<file path="config.mk">
export PLATFORM = sky130hd
export DESIGN_NAME = coord_project_pipe
export DESIGN_NICKNAME = d
export VERILOG_FILES = /design/src/rtl/coord_project_pipe.sv
export SDC_FILE = /design/constraint.sdc
export NUM_CORES = 2
export LEC_CHECK = 0
export CORE_UTILIZATION = 45
export DETAILED_ROUTE_END_ITERATION = 7
export PLACE_DENSITY = 0.69
export SLEW_MARGIN = 20
export SYNTH_ARGS = -nofsm -noshare
export SYNTH_HDL_FRONTEND = slang
export SYNTH_SLANG_ARGS = --single-unit
</file>
<file path="constraint.sdc">
create_clock -name clk -period 23.1 [get_ports clk]
set_input_delay 4.62 -clock clk [delete_from_list [all_inputs] [get_ports clk]]
set_output_delay 4.62 -clock clk [all_outputs]
set_load 0.01 [all_outputs]
</file>
<file path="src/rtl/coord_project_pipe.sv">
// rtl/coord_project_pipe.sv - handshaked 3D->2D camera projection with sequential divide, raster scale and clamp
//
// Projects a camera-frame point (x, y, z) onto the display raster:
//   u = clamp(((FX*x)/z + CX) * RATE, 0, IMG_W-1)
//   v = clamp(((FY*y)/z + CY) * RATE, 0, IMG_H-1)
// Division truncates toward zero. One point is in flight at a time.
//
// Ports:
//   clk        sole clock, rising edge
//   rst        synchronous active-high reset
//   in_valid   point offered            in_ready   block can accept (IDLE only)
//   x, y       signed camera-frame x/y  z          signed depth
//   out_valid  result held              out_ready  consumer accepts
//   u, v       raster column / row
//   in_frame   neither coordinate was clamped
//   z_bad      z <= 0, u/v forced to zero
module coord_project_pipe #(
    parameter int XY_W  = 32,
    parameter int Z_W   = 16,
    parameter int K_W   = 10,
    parameter int FX    = 185,
    parameter int FY    = 185,
    parameter int CX    = 105,
    parameter int CY    = 77,
    parameter int RATE  = 19,
    parameter int IMG_W = 4000,
    parameter int IMG_H = 2900,
    parameter int OUT_W = 16
) (
    input  logic                   clk,
    input  logic                   rst,
    input  logic                   in_valid,
    output logic                   in_ready,
    input  logic signed [XY_W-1:0] x,
    input  logic signed [XY_W-1:0] y,
    input  logic signed [Z_W-1:0]  z,
    output logic                   out_valid,
    input  logic                   out_ready,
    output logic [OUT_W-1:0]       u,
    output logic [OUT_W-1:0]       v,
    output logic                   in_frame,
    output logic                   z_bad
);

    localparam int NUM_W = XY_W + K_W;
    localparam int SC_W  = NUM_W + 8;
    localparam int CNT_W = $clog2(NUM_W + 1);

    localparam logic signed [NUM_W-1:0] FX_S   = NUM_W'(FX);
    localparam logic signed [NUM_W-1:0] FY_S   = NUM_W'(FY);
    localparam logic signed [SC_W-1:0]  CX_S   = SC_W'(CX);
    localparam logic signed [SC_W-1:0]  CY_S   = SC_W'(CY);
    localparam logic signed [SC_W-1:0]  RATE_S = SC_W'(RATE);
    localparam logic signed [SC_W-1:0]  UMAX_S = SC_W'(IMG_W - 1);
    localparam logic signed [SC_W-1:0]  VMAX_S = SC_W'(IMG_H - 1);

    typedef enum logic [2:0] {
        S_IDLE,
        S_MUL,
        S_DIV,
        S_POST,
        S_OUT
    } state_t;

    state_t r_state;
    state_t w_next;

    logic signed [XY_W-1:0] r_x;
    logic signed [XY_W-1:0] r_y;
    logic signed [Z_W-1:0]  r_z;
    logic                   r_zbad;
    logic                   r_sx;
    logic                   r_sy;
    logic [Z_W-1:0]         r_div;
    // Quotient registers double as the dividend shift registers: the
    // dividend shifts out of the top while quotient bits shift in below.
    logic [NUM_W-1:0]       r_qx;
    logic [NUM_W-1:0]       r_qy;
    logic [Z_W-1:0]         r_rx;
    logic [Z_W-1:0]         r_ry;
    logic [CNT_W-1:0]       r_cnt;
    logic [OUT_W-1:0]       r_u;
    logic [OUT_W-1:0]       r_v;
    logic                   r_in_frame;
    logic                   r_z_bad;

    logic                   w_in_ready;
    logic                   w_accept;
    logic                   w_z_le0;
    logic signed [NUM_W-1:0] w_xe;
    logic signed [NUM_W-1:0] w_ye;
    logic signed [NUM_W-1:0] w_nx;
    logic signed [NUM_W-1:0] w_ny;
    logic [NUM_W-1:0]       w_ax;
    logic [NUM_W-1:0]       w_ay;
    logic [Z_W:0]           w_trial_x;
    logic [Z_W:0]           w_trial_y;
    logic                   w_ge_x;
    logic                   w_ge_y;
    logic [Z_W:0]           w_sub_x;
    logic [Z_W:0]           w_sub_y;
    logic signed [NUM_W-1:0] w_qx;
    logic signed [NUM_W-1:0] w_qy;
    logic signed [SC_W-1:0] w_su;
    logic signed [SC_W-1:0] w_sv;
    logic                   w_u_clamped;
    logic                   w_v_clamped;
    logic [OUT_W-1:0]       w_u;
    logic [OUT_W-1:0]       w_v;

    // in_ready is gated by rst so it reads 0 throughout reset.
    assign w_in_ready = (r_state == S_IDLE) && !rst;
    assign w_accept   = in_valid && w_in_ready;
    assign in_ready   = w_in_ready;
    assign out_valid  = (r_state == S_OUT);
    assign u          = r_u;
    assign v          = r_v;
    assign in_frame   = r_in_frame;
    assign z_bad      = r_z_bad;

    assign w_z_le0 = r_z[Z_W-1] || (r_z == '0);

    // Projection numerators; products fit NUM_W signed since |x| <= 2^(XY_W-1)
    // and the intrinsics are below 2^K_W.
    assign w_xe = {{K_W{r_x[XY_W-1]}}, r_x};
    assign w_ye = {{K_W{r_y[XY_W-1]}}, r_y};
    assign w_nx = FX_S * w_xe;
    assign w_ny = FY_S * w_ye;
    assign w_ax = w_nx[NUM_W-1] ? -w_nx : w_nx;
    assign w_ay = w_ny[NUM_W-1] ? -w_ny : w_ny;

    // One restoring-division step per lane. Remainder stays below the
    // divisor, so Z_W bits hold it and the trial needs one extra bit.
    assign w_trial_x = {r_rx, r_qx[NUM_W-1]};
    assign w_trial_y = {r_ry, r_qy[NUM_W-1]};
    assign w_ge_x    = (w_trial_x >= {1'b0, r_div});
    assign w_ge_y    = (w_trial_y >= {1'b0, r_div});
    assign w_sub_x   = w_trial_x - {1'b0, r_div};
    assign w_sub_y   = w_trial_y - {1'b0, r_div};

    // Signed quotients, offset, scale, clamp.
    assign w_qx = r_sx ? -r_qx : r_qx;
    assign w_qy = r_sy ? -r_qy : r_qy;
    assign w_su = ($signed({{8{w_qx[NUM_W-1]}}, w_qx}) + CX_S) * RATE_S;
    assign w_sv = ($signed({{8{w_qy[NUM_W-1]}}, w_qy}) + CY_S) * RATE_S;

    always_comb begin
        w_u_clamped = 1'b0;
        w_v_clamped = 1'b0;
        w_u         = w_su[OUT_W-1:0];
        w_v         = w_sv[OUT_W-1:0];
        if (w_su[SC_W-1]) begin
            w_u         = '0;
            w_u_clamped = 1'b1;
        end else if (w_su > UMAX_S) begin
            w_u         = OUT_W'(IMG_W - 1);
            w_u_clamped = 1'b1;
        end
        if (w_sv[SC_W-1]) begin
            w_v         = '0;
            w_v_clamped = 1'b1;
        end else if (w_sv > VMAX_S) begin
            w_v         = OUT_W'(IMG_H - 1);
            w_v_clamped = 1'b1;
        end
    end

    always_ff @(posedge clk) begin
        if (rst) begin
            r_state <= S_IDLE;
        end else begin
            r_state <= w_next;
        end
    end

    always_comb begin
        w_next = r_state;
        case (r_state)
            S_IDLE: if (w_accept) w_next = S_MUL;
            S_MUL:  w_next = w_z_le0 ? S_POST : S_DIV;
            S_DIV:  if (r_cnt == CNT_W'(NUM_W - 1)) w_next = S_POST;
            S_POST: w_next = S_OUT;
            S_OUT:  if (out_ready) w_next = S_IDLE;
            default: w_next = S_IDLE;
        endcase
    end

    always_ff @(posedge clk) begin
        if (rst) begin
            r_u        <= '0;
            r_v        <= '0;
            r_in_frame <= 1'b0;
            r_z_bad    <= 1'b0;
            r_zbad     <= 1'b0;
            r_cnt      <= '0;
        end else begin
            case (r_state)
                S_IDLE: begin
                    if (w_accept) begin
                        r_x <= x;
                        r_y <= y;
                        r_z <= z;
                    end
                end
                S_MUL: begin
                    r_zbad <= w_z_le0;
                    r_sx   <= w_nx[NUM_W-1];
                    r_sy   <= w_ny[NUM_W-1];
                    r_qx   <= w_ax;
                    r_qy   <= w_ay;
                    r_rx   <= '0;
                    r_ry   <= '0;
                    r_div  <= r_z;
                    r_cnt  <= '0;
                end
                S_DIV: begin
                    r_cnt <= r_cnt + 1'b1;
                    r_rx  <= w_ge_x ? w_sub_x[Z_W-1:0] : w_trial_x[Z_W-1:0];
                    r_ry  <= w_ge_y ? w_sub_y[Z_W-1:0] : w_trial_y[Z_W-1:0];
                    r_qx  <= {r_qx[NUM_W-2:0], w_ge_x};
                    r_qy  <= {r_qy[NUM_W-2:0], w_ge_y};
                end
                S_POST: begin
                    r_z_bad <= r_zbad;
                    if (r_zbad) begin
                        r_u        <= '0;
                        r_v        <= '0;
                        r_in_frame <= 1'b0;
                    end else begin
                        r_u        <= w_u;
                        r_v        <= w_v;
                        r_in_frame <= !w_u_clamped && !w_v_clamped;
                    end
                end
                default: ;
            endcase
        end
    end

endmodule

</file>
Yosys cells after proc, flatten, opt, wreduce, memory -nomap -nowiden. Cells that the tools add are included. Widths: inputs -> output; s select.

Flip-flop bits (word level): 258. Input port bits: 84. Logic and storage cells: 84.

Add/sub/neg operators: 9. Multipliers: 4. Magnitude comparators: 4. Equal/unequal tests: 8. Multiplexer cells: 27. Bitwise operators: 1. Reductions and logical operators: 14.

Operators with widths (number): $mux 42 (4); $pmux 42 s2 (2); $mux 16 (8); $gt 49x13->1 const B (2); $mul 43x6->49 const B (2); $add 42x8->43 const B (2); $neg 41->42 (2); $neg 42->42 (2); $mul 9x32->41 const A (2); $pmux 16 s2 (2); $ge 17x16->1 (2); $sub 16x16->16 (2); $logic_not 16->1 (1); $pmux 3 s5 (1); $pmux 6 s2 (1); $mux 3 (3); $add 6x1->6 const B (1); $eq 3x2->1 const B (2); $eq 6x6->1 const B (1); $mux 1 (6); $reduce_and 3->1 (2); $ne 2x2->1 const B (2); $reduce_and 2->1 (2); $eq 3x1->1 const B (1); 8 further kinds (12).

Logic depth before layout (Yosys ltp).
Word-level depth: 10. Depth in mapped cells: 36. Gate-level depth less buffers: 32.

Worst setup path after synthesis. OpenSTA, ideal clock, no wires.

Path type: input to register. From: input rst. To: register r_qx[0] (enable). Library setup time: 592 ps. Arrival: 9870 ps. Data required time: 22508 ps. Slack: 12637 ps. Stages: 3. Path buffers: 2. Cells stage by stage: clkbuf_1 clkbuf_1 nor2_1.

Longest elaborated chain between the ends: 2.

Ends and longest elaborated chain: start, declared (RTL line 31) `input logic rst,`; $not 1->1 (no line); $reduce_and 2->1 (no line); end signal, assigned (RTL line 209) `r_qx <= w_ax;`; end signal, assigned (RTL line 220) `r_qx <= {r_qx[NUM_W-2:0], w_ge_x};`; end, declared (RTL line 77) `logic [NUM_W-1:0] r_qx;`.

Every way passes these cells. A chain may end at the register's enable or synchronous reset.

Final worst setup path.
From: input rst. To: output in_ready.

Longest elaborated chain between the ends: 2.

Ends and longest elaborated chain: $logic_not 1->1 (RTL line 112) `assign w_in_ready = (r_state == S_IDLE) && !rst;`; $logic_and 1x1->1 (RTL line 112); end, declared (RTL line 33) `output logic in_ready,`.

Every way passes these cells.

==> impl_metrics.yaml <==
sta:
  layout_worst_path_cycle_share_pct: 50.0
  timing.setup.tns_ns: 0
  fmax_mhz: 86.5
  timing_worst_slew_pin_value_ns: 1.15
  slew_headroom_pct: 22.7
  post-route-min-period_ns: 11.56
  grt_setup_unrepaired: "false"
  setup_viol: 0
  final.setup_skew_ns: 0.0260
  hold_violations: 0
  final_max_slew_viol_count: 0
yosys:
  synth.net_count: 5095
  synth_compound_area_share_pct: 16.2
  largest_family_of_logic_cells_by_synthesized_area: "adder cells"
  synthFlopType: "edfxtp_1"
  synth_enable_flop_cells: 214
  netlist-cell-type-count: 107
  synthesis.area_um2: 37300
  synthSimpleGateAreaFrac_pct: 15.9
  postSynthRegisterBits: 258
  yosysWarningCount: 0
  yosys.area_share.xor_xnor_pct: 8.35
  synth_sequential_area_ratio_pct: 19.6
  netlist_instances: 4232
  muxShareOfSynthArea_pct: 1.19
  yosys.area_share.adder_pct: 31.6
  synthesis.area_per_instance_um2: 8.82
  async_flop_share_pct: 0
floorplan:
  dieWidth_um: 290
  placeable_area_um2: 82100
  start_util_pct: 45.4
  fp.dieH_um: 290
  fp.dieArea_um2: 84100
  num_io_pins: 120
  fp-row-count: 105
cts:
  cts_repair_resize_count: 0
  cts.sink_count: 258
  clkLatencyLatePin_ns: 0.63
  tritoncts.num_buffers: 31
  hold_buffers: 0
  clock_tree.buffer_depth: 3
  cts_tree: "yes"
  htreeDepth: 1
  clkTransAtPathRegs_ns: 0.06
  cts-root-buf: "clkbuf_16"
  post_cts_buffers: 0
place:
  gp_routability_congestion: 0.933
  port_bufs: 119
  dp_hpwl_um: 68800
critical_path:
  cp-end-kind: "output pin"
  crit_required_ns: 18.48
  cp_data_arrival_time_ns: 6.94
  critical_path.startpoint_type: "input port"
  crit_path_max_fanout: 32
  critical_path_class: "in2out"
grt:
  grt_start_max_net_pins: 89
  number_of_global_route_vias_before_repair: 28071
  groute.usage.overall_pct: 19.6
  antenna_violations_before_repair: 0
  globalRouteOverflowTotal: 0
  grt_first_pass_wirelength_um: 141000
layout:
  nFillCells: 7654
  layout-area-overhead-vs-synth_pct: 8.41
  antenna-diode-count: 0
  layout-drive-gt1-share_pct: 3.79
  layout.nets: 5111
drt:
  remaining_drc_errors: 0
  via_per_inst: 5.50
  firstDrtPassIters: 5
  initialDrtViolationCount: 1715
  antenna_left: 0
  vias: 29391
  routedWlPerCell_um: 15.6
  postRouteWirelength_um: 83400
run:
  drv_cap: 0
outcome:
  run_status: "finished, final reports clean"
hold_path:
  holdCritPathClass: "reg2reg"
cell usage after synthesis, types with 29 or more instances:
cell / n / area share (%)
nand2_1: 276 / 2.8
nor2_1: 321 / 3.2
edfxtp_1: 214 / 17
dfxtp_1: 44 / 2.4
and3_1: 29 / 0.49
o21a_1: 37 / 0.74
a21oi_1: 305 / 4.1
a21o_1: 57 / 1.1
mux2i_1: 40 / 1.1
clkbuf_1: 122 / 1.2
xor2_1: 139 / 3.3
fa_1: 270 / 14
xnor2_1: 215 / 5.0
a31oi_1: 31 / 0.52
nand4_1: 63 / 1.1
or2_2: 30 / 0.50
a211oi_1: 30 / 0.60
nor4_1: 39 / 0.65
o21ai_0: 188 / 2.5
o31ai_1: 30 / 0.60
nand3_1: 67 / 0.90
or3_1: 36 / 0.60
nor3_1: 84 / 1.1
inv_1: 543 / 5.5
ha_1: 509 / 17
and2_1: 34 / 0.57
nand2b_1: 45 / 0.75
placed cells by master (no fill, tap or decap), types with 40 or more instances in the layout:
| cell | instances |
|---|---|
| xnor2_1 | 215 |
| edfxtp_1 | 214 |
| nand3_1 | 67 |
| inv_1 | 543 |
| nand2_1 | 276 |
| dfxtp_1 | 44 |
| nand2b_1 | 45 |
| ha_1 | 509 |
| nand4_1 | 63 |
| clkdlybuf4s50_1 | 119 |
| a21o_1 | 57 |
| xor2_1 | 139 |
| nor2_1 | 319 |
| o21ai_0 | 188 |
| a21oi_1 | 305 |
| nor3_1 | 84 |
| mux2i_1 | 40 |
| fa_1 | 270 |
per-layer routing:
layer | up-vias | global-route usage (%) | part of all wire [%]
li1 | 14895 | - | -
met1 | 13839 | 29.2 | 51
met2 | 584 | 30.5 | 43
met3 | 73 | 1.39 | 3.6
met4 | 0 | 5.37 | 2.7
met5 | - | 0 | 0
area by class of cell:
cell class / instances / area [um2] / area share (%)
multi-input cells: 3279 / 27400 / 67.6
flip-flops and latches: 258 / 7310 / 18.1
inverters: 544 / 2040 / 5.05
well taps: 1070 / 1340 / 3.31
repair buffers: 134 / 1320 / 3.27
clock buffers: 35 / 791 / 1.95
clock inverters: 22 / 287 / 0.708
through the flow:
step                util [%]  instance area [um2]  hold WS [ns]  setup slack, ns  instances
finish                  49.3                40500         0.445            11.54       5342
floorplan                  -                37300         0.427            12.64       4232
global route            49.3                40500         0.455            11.57       5342
global placement        47.9                39300         0.434            11.68       5284
detailed placement      47.9                39300         0.436            11.65       5284
CTS                     49.2                40400         0.451            11.63       5341
kinds of logic (layout without fill, tap and decap cells):
kind of cell    count (synthesis)  count (layout)
mux                            44              44
buf+inv                       695             735
simple gates                 1164            1164
xor+xnor                      355             355
flops                         258             258
compound gates                937             937
fa+ha+maj                     779             779
path summary, 6_finish.rpt:
check | end | cells past startpoint | start | slack [ns]
setup / recovery | in_ready | 4 | rst | 11.54
hold / removal | r_div[14] | 0 | r_z[14] | 0.45
setup reg to reg | v[0] | 32 | r_qy[0] | 13.06
hold reg to reg | r_div[14] | 0 | r_z[14] | 0.45
worst max-delay path, stage by stage:
cell             delay, ns
clkdlybuf4s50_1       0.40
buf_4                 0.25
nor4_1                0.92
clkdlybuf4s50_1       0.71
registers in the layout, summed over array words and instances (netlist names):
signal / cells
in_frame: 1
r_cnt: 6
r_div: 16
r_qx: 42
r_qy: 42
r_rx: 16
r_ry: 16
r_state: 3
r_sx: 1
r_sy: 1
r_x: 32
r_y: 32
r_z: 16
r_zbad: 1
u: 16
v: 16
z_bad: 1
Power is not shown: default switching activity piles up to over one toggle a cycle in this logic, so the estimate is an artifact.
